===== src/rtl/mem_bus_unit.sv =====
// Memory access unit: registers one CPU request, runs a valid/ready bus handshake,
// stalls the controller until completion and bounds each access with a wait-state timeout.
module mem_bus_unit #(
   parameter int ADDR_W  = 16,
   parameter int DATA_W  = 16,
   parameter int TIMEOUT = 255
) (
   input  logic              clk,
   input  logic              rst,
   input  logic              cpu_req,
   input  logic              cpu_we,
   input  logic [ADDR_W-1:0] cpu_addr,
   input  logic [DATA_W-1:0] cpu_wdata,
   output logic [DATA_W-1:0] cpu_rdata,
   output logic              cpu_stall,
   output logic              bus_valid,
   output logic              bus_we,
   output logic [ADDR_W-1:0] bus_addr,
   output logic [DATA_W-1:0] bus_wdata,
   input  logic              bus_ready,
   input  logic [DATA_W-1:0] bus_rdata,
   input  logic              err_clr,
   output logic              bus_err
);

   typedef enum logic [1:0] {S_IDLE, S_BUSY, S_DONE} state_t;

   state_t            r_state;
   state_t            w_next;
   logic [7:0]        r_wait;
   logic              r_we;
   logic [ADDR_W-1:0] r_addr;
   logic [DATA_W-1:0] r_wdata;
   logic [DATA_W-1:0] r_rdata;
   logic              r_err;
   logic              w_hit;
   logic              w_timeout;

   // Ready is checked before the timeout so a reply in the last allowed cycle still succeeds.
   assign w_hit     = (r_state == S_BUSY) && bus_ready;
   assign w_timeout = (r_state == S_BUSY) && !bus_ready && (r_wait == 8'(TIMEOUT - 1));

   // NOTE: sequential state uses non-blocking assignments so every register samples pre-edge values.
   always_ff @(posedge clk or negedge rst) begin
      if (!rst) r_state <= S_IDLE;
      else      r_state <= w_next;
   end

   always_comb begin
      // NOTE: default first, so no path through the case leaves w_next unassigned (no latch).
      w_next = r_state;
      case (r_state)
         S_IDLE:  if (cpu_req) w_next = S_BUSY;
         S_BUSY:  if (w_hit || w_timeout) w_next = S_DONE;
         S_DONE:  w_next = S_IDLE;
         default: w_next = S_IDLE;
      endcase
   end

   // bus_valid follows the state register directly, so reset drops it without waiting for a clock.
   always_comb begin
      bus_valid = (r_state == S_BUSY);
      bus_we    = r_we && (r_state == S_BUSY);
      cpu_stall = cpu_req && (r_state != S_DONE);
   end

   always_ff @(posedge clk or negedge rst) begin
      if (!rst) begin
         r_wait  <= '0;
         r_we    <= 1'b0;
         r_addr  <= '0;
         r_wdata <= '0;
         r_rdata <= '0;
      end else begin
         case (r_state)
            S_IDLE: begin
               if (cpu_req) begin
                  r_we    <= cpu_we;
                  r_addr  <= cpu_addr;
                  r_wdata <= cpu_wdata;
                  r_wait  <= '0;
               end
            end
            S_BUSY: begin
               if (bus_ready) begin
                  if (!r_we) r_rdata <= bus_rdata;
               end else if (w_timeout) begin
                  r_rdata <= '1;
               end else begin
                  r_wait <= r_wait + 8'd1;
               end
            end
            default: ;
         endcase
      end
   end

   // Sticky error: a timeout in the same cycle as err_clr keeps the flag set.
   always_ff @(posedge clk or negedge rst) begin
      if (!rst)           r_err <= 1'b0;
      else if (w_timeout) r_err <= 1'b1;
      else if (err_clr)   r_err <= 1'b0;
   end

   assign bus_addr  = r_addr;
   assign bus_wdata = r_wdata;
   assign cpu_rdata = r_rdata;
   assign bus_err   = r_err;

endmodule

===== config.mk =====
export PLATFORM = sky130hd
export DESIGN_NAME = mem_bus_unit
export DESIGN_NICKNAME = d
export VERILOG_FILES = /design/src/rtl/mem_bus_unit.sv
export SDC_FILE = /design/constraint.sdc
export NUM_CORES = 1
export LEC_CHECK = 0
export ABC_AREA = 1
export CORE_MARGIN = 2
export CORE_UTILIZATION = 45
export CTS_CLUSTER_DIAMETER = 120
export CTS_CLUSTER_SIZE = 16
export DETAILED_ROUTE_END_ITERATION = 6
export GPL_TIMING_DRIVEN = 0
export PLACE_DENSITY_LB_ADDON = 0.15
export RECOVER_POWER = 50
export SYNTH_ARGS = -nofsm -noshare
export SYNTH_HDL_FRONTEND = slang
export SYNTH_SLANG_ARGS = --single-unit

===== constraint.sdc =====
create_clock -name clk -period 4.1 [get_ports clk]
set_input_delay 0.615 -clock clk [delete_from_list [all_inputs] [get_ports clk]]
set_output_delay 0.615 -clock clk [all_outputs]
set_load 0.03 [all_outputs]

# == Word level (Yosys, flattened, before mapping) ==
# Index checks and enable logic that the tools add are counted.
# word_totals
reg_bits,60
inputBits,54
out_inout_bits,52
word_cells,43
# op_classes
addsub,1
eq_ne,8
muxes,12
reduce_logical,15
# ops
cell,count
$mux W16,3
$mux W8,3
$pmux W8 S2,1
$ne A2 B2 Y1 const B,5
$add A8 B1 Y8 const B,1
$eq A8 B8 Y1 const B,1
$reduce_bool A2 Y1,3
$logic_and A1 B1 Y1,5
$mux W2,2
$pmux W2 S2,1
$reduce_and A2 Y1,2
$reduce_and A4 Y1,1
$reduce_and A3 Y1,1
$eq A2 B1 Y1 const B,1
$logic_not A2 Y1,1
$mux W1,2
$ne A2 B1 Y1 const B,1
$logic_not A1 Y1,1
$logic_or A1 B1 Y1,1

# == Logic depth before layout (Yosys ltp) ==
# depth
ltp_word,6
mapped_depth,9
depth_no_buf,9

# == Least setup slack after synthesis ==
# No wires, ideal clock.
# synth_timing
path_kind,input to output
start,input cpu_req
end,output cpu_stall
t_arrival_ps,1334
required_time_ps,3485
path_slack_ps,2151
stages,1
n_path_buf,0
path_cell_list,a21boi_0
# synth_via
elab_chain_len,1
# synth_rtl
element,line_no,rtl
from (decl),10,"input logic cpu_req,"
$logic_and A1 B1 Y1,64,cpu_stall = cpu_req && (r_state != S_DONE);
to (decl),15,"output logic cpu_stall,"
# Every way passes these cells.

# == Worst setup path in the final report ==
# Same ends and word-level chain as after synthesis.

==> results.txt <==
* Core Footprint: 5890 µm²
- The checks that failed: max-capacitance violations, max-slew violations.
* Synth top area cells: sky130_fd_sc_hd__dfrtp_1 (55%), sky130_fd_sc_hd__nand2_1 (11%), sky130_fd_sc_hd__nand3_1 (6.1%)
- Transition time of the tightest slew-check pin: 1.55 ns
* Antenna Cells: 0
- Share of async-settable or async-resettable flops after synthesis: between 90% and 100%
* Final Util: 68.6%
- Detailed-routing iteration count for the pre-antenna-repair pass: 4
* Via Count: 2,397
* Syn nets: 368
* Vertical die dimension: roughly 82 µm
- The congestion estimate from routability-driven global placement came to 0.723.
- Final number of max-transition violations: 28
- The routed design could run at a clock period as short as 2.65 ns.
- Share of the cycle needed by the critical path after routing: 64.7%
- Dividing total power by cell area gives a power density of 667 nW/µm².
* Final routed wirelength across all metal layers: between 6 and 7 mm
* Full die area: 6690 µm²
- The clock reaches the later pin of the worst-skew pair after 0.33 ns.
- The share of the Yosys chip area taken by registers is 55.1%.
* Count of instances resized after the clock tree is built: 0
* Type of the tightest min-delay check: reg2reg
- The H-tree was split into 3 levels.
- Along the worst path, the maximum fanout reaches 2.
* Area used by sequential logic in the layout: 1500 µm²
* Area overhead of the layout relative to synthesis: 48.3%
- Pin placement for this block handled 106 I/O pins.
- At the worst endpoint, the arrival time is 2.04 ns.
- The floorplan step set the die width to 81.8 µm.
- Element type at the critical path end: output port
- Worst Skew: about 0.0070 ns
- Number of core rows: 28
- Overall fraction of global-route tracks in use: 20.0%
- Summing all multi-input logic gate instances after layout gives between 900 and 1000 µm².
- Max frequency: roughly 380 MHz
* Library cell used as clock root buffer: sky130_fd_sc_hd__clkbuf_8
- Number of nets in the finished design: about 490
- Counting the buffers created by CTS gives 9.
- Total half-perimeter wirelength after legalization and detailed placement: 4.69 mm
- The share of synthesized area in the top cell type comes to a little under three fifths.
- Avg Cell Area, Syn: 8.73 µm²
- The worst setup path is launched from an input port.
- The final number of hold-violating endpoints is 0.
- Entering global routing, the biggest net connects 34 pins.
* Number of violations of the max-capacitance limit: 1
- VDD IR-drop max: 0.406 mV
- Synthesis Warnings: 0
- Maximum clock path buffer count: 2
- Counting every sink on the clock net gives 60.
- After synthesis the cells add up to about 2700 µm².
- For this configuration, the core starts out at a cell density of 46.3%.
- Count of filler cells inserted in the layout: between 500 and 600
- The first global-routing pass estimated 10.4 mm of wire.
- The flow ran to the end, but the final reports show violations.
- Dividing the detail-routed wire length by the instance count gives around 13 µm.
- Static leakage power: 1.94 nW
- Count of port buffers added during placement: 105
* Synth Flop Type: sky130_fd_sc_hd__dfrtp_1
- Yosys reg bits: 60
- Count of final setup violators: 0
- Total DRC errors in the routed layout: 0
* Dominant cell type by area after synthesis: sky130_fd_sc_hd__dfrtp_1
- In the final layout, the share of cells above drive strength 1 is 12.7%.
* DR vias/cell: between 4 and 5
- The total overflow left after global routing is 0.
- Via count of the first global-routing pass: 2,402
- Clock tree from TritonCTS: built
* Critical setup path kind: in2out
* Post-synthesis instance total: approximately 310
- The number of antenna violations at the first check in global routing was 0.
* Required time of the critical path: 3.48 ns
- Detail Route Antenna Nets: 0
- Buffers inserted to repair hold after CTS numbered 0.
- The number of setup buffers added after CTS is 0.
* Library cells used by synthesis: 24
- Initial DRC Count: 99
* Clock-pin slew of the registers on the worst-case setup and hold paths: 0.07 ns
* Max_slew headroom: -3.63%
- Post-synth EDFFs: 0
- Setup repair after global routing left no endpoint under its margin.
- Final total negative setup slack: 0 ns
-- path summary, 6_finish.rpt --
check | endpoint | slack, ns | startpoint | cells after the start
max | cpu_stall | 1.45 | cpu_req | 3
min | bus_addr[5] | 0.49 | bus_addr[5] | 2
max reg2reg | cpu_rdata[14] | 2.34 | r_wait[0] | 8
min reg2reg | bus_addr[5] | 0.49 | bus_addr[5] | 2
max in group asynchronous | bus_addr[5] | 2.53 | rst | 1
min in group asynchronous | cpu_rdata[0] | 0.67 | rst | 1
-- stage by stage --
step / worst slack, ns / instances / hold WS [ns] / total power (W) / cell area [µm²]
after floorplan: 2.15 / 312 / 0.319 / 0.00167 / 2720
after global placement: 0.485 / 492 / 0.464 / 0.00224 / 3870
after global routing: 1.41 / 509 / 0.519 / 0.00286 / 4040
after CTS: 1.52 / 509 / 0.328 / 0.00273 / 4050
final: 1.45 / 509 / 0.485 / 0.00269 / 4040
after detailed placement: 1.52 / 493 / 0.473 / 0.00227 / 3880
-- layout by cell type, fill, tap and decap left out, types with 9 or more instances in the layout --
| cell type | count |
|---|---|
| sky130_fd_sc_hd__clkbuf_1 | 12 |
| sky130_fd_sc_hd__clkbuf_8 | 9 |
| sky130_fd_sc_hd__clkdlybuf4s50_1 | 102 |
| sky130_fd_sc_hd__dfrtp_1 | 60 |
| sky130_fd_sc_hd__inv_1 | 44 |
| sky130_fd_sc_hd__nand2_1 | 78 |
| sky130_fd_sc_hd__nand2_2 | 12 |
| sky130_fd_sc_hd__nand3_1 | 33 |
| sky130_fd_sc_hd__o21ai_0 | 28 |
| sky130_fd_sc_hd__or2_2 | 16 |
-- cells in the mapped netlist (3+ instances only) --
library cell,n
sky130_fd_sc_hd__nand2_1,78
sky130_fd_sc_hd__dfrtp_1,60
sky130_fd_sc_hd__inv_1,43
sky130_fd_sc_hd__nand3_1,33
sky130_fd_sc_hd__o21ai_0,21
sky130_fd_sc_hd__or2_2,16
sky130_fd_sc_hd__o21ai_1,13
sky130_fd_sc_hd__nand2_2,12
sky130_fd_sc_hd__buf_2,7
sky130_fd_sc_hd__nor2_1,5
sky130_fd_sc_hd__clkbuf_1,4
sky130_fd_sc_hd__inv_2,3
-- registers in the layout (all words and copies together), names as in the netlist --
| signal | flops |
|---|---|
| bus_addr | 16 |
| bus_err | 1 |
| r_we | 1 |
| r_state | 2 |
| bus_wdata | 16 |
| r_wait | 8 |
| cpu_rdata | 16 |
-- power breakdown --
group,total (W),switching (W),leakage (nW),internal (W)
clock network,0.000450,0.000235,0.0848,0.000215
registers,0.000941,0.000125,0.751,0.000816
logic,0.00130,0.000765,1.10,0.000536
total,0.00269,0.00112,1.94,0.00157
-- cell type report --
cell class / count / share of cell area, %
Clock inverter: 7 / 1.08
Tap cell: 75 / 2.32
Buffer: 12 / 1.52
Timing Repair Buffer: 106 / 26.4
Clock buffer: 9 / 3.07
Multi-Input combinational cell: 194 / 24.2
Sequential cell: 60 / 37.2
Inverter: 46 / 4.28
-- kinds of logic (layout without fill, tap and decap cells) --
kind of cell	Yosys count	count (layout)	synth area share (%)
AND/OR/NAND/NOR	152	152	27.2
flip-flops	60	60	55.1
buffers and inverters	58	180	8.91
AO/OA/AOI/OAI	39	39	7.49
adder cells (fa/ha/maj)	2	2	0.919
XOR/XNOR	1	1	0.322
-- worst max-delay path: stages --
cell,delay [ns]
sky130_fd_sc_hd__dlygate4sd3_1,0.54
sky130_fd_sc_hd__a21boi_0,0.17
sky130_fd_sc_hd__clkdlybuf4s50_1,0.71
-- metal layers --
layer | GRT usage [%] | up-vias | part of all wire, %
met5 | 0 | - | 0
met4 | 7.50 | 0 | 0.96
met3 | 5.82 | 8 | 8.0
met2 | 33.7 | 97 | 48
met1 | 24.4 | 1091 | 43
li1 | - | 1201 | -
Power figures use the tool's default switching activity.
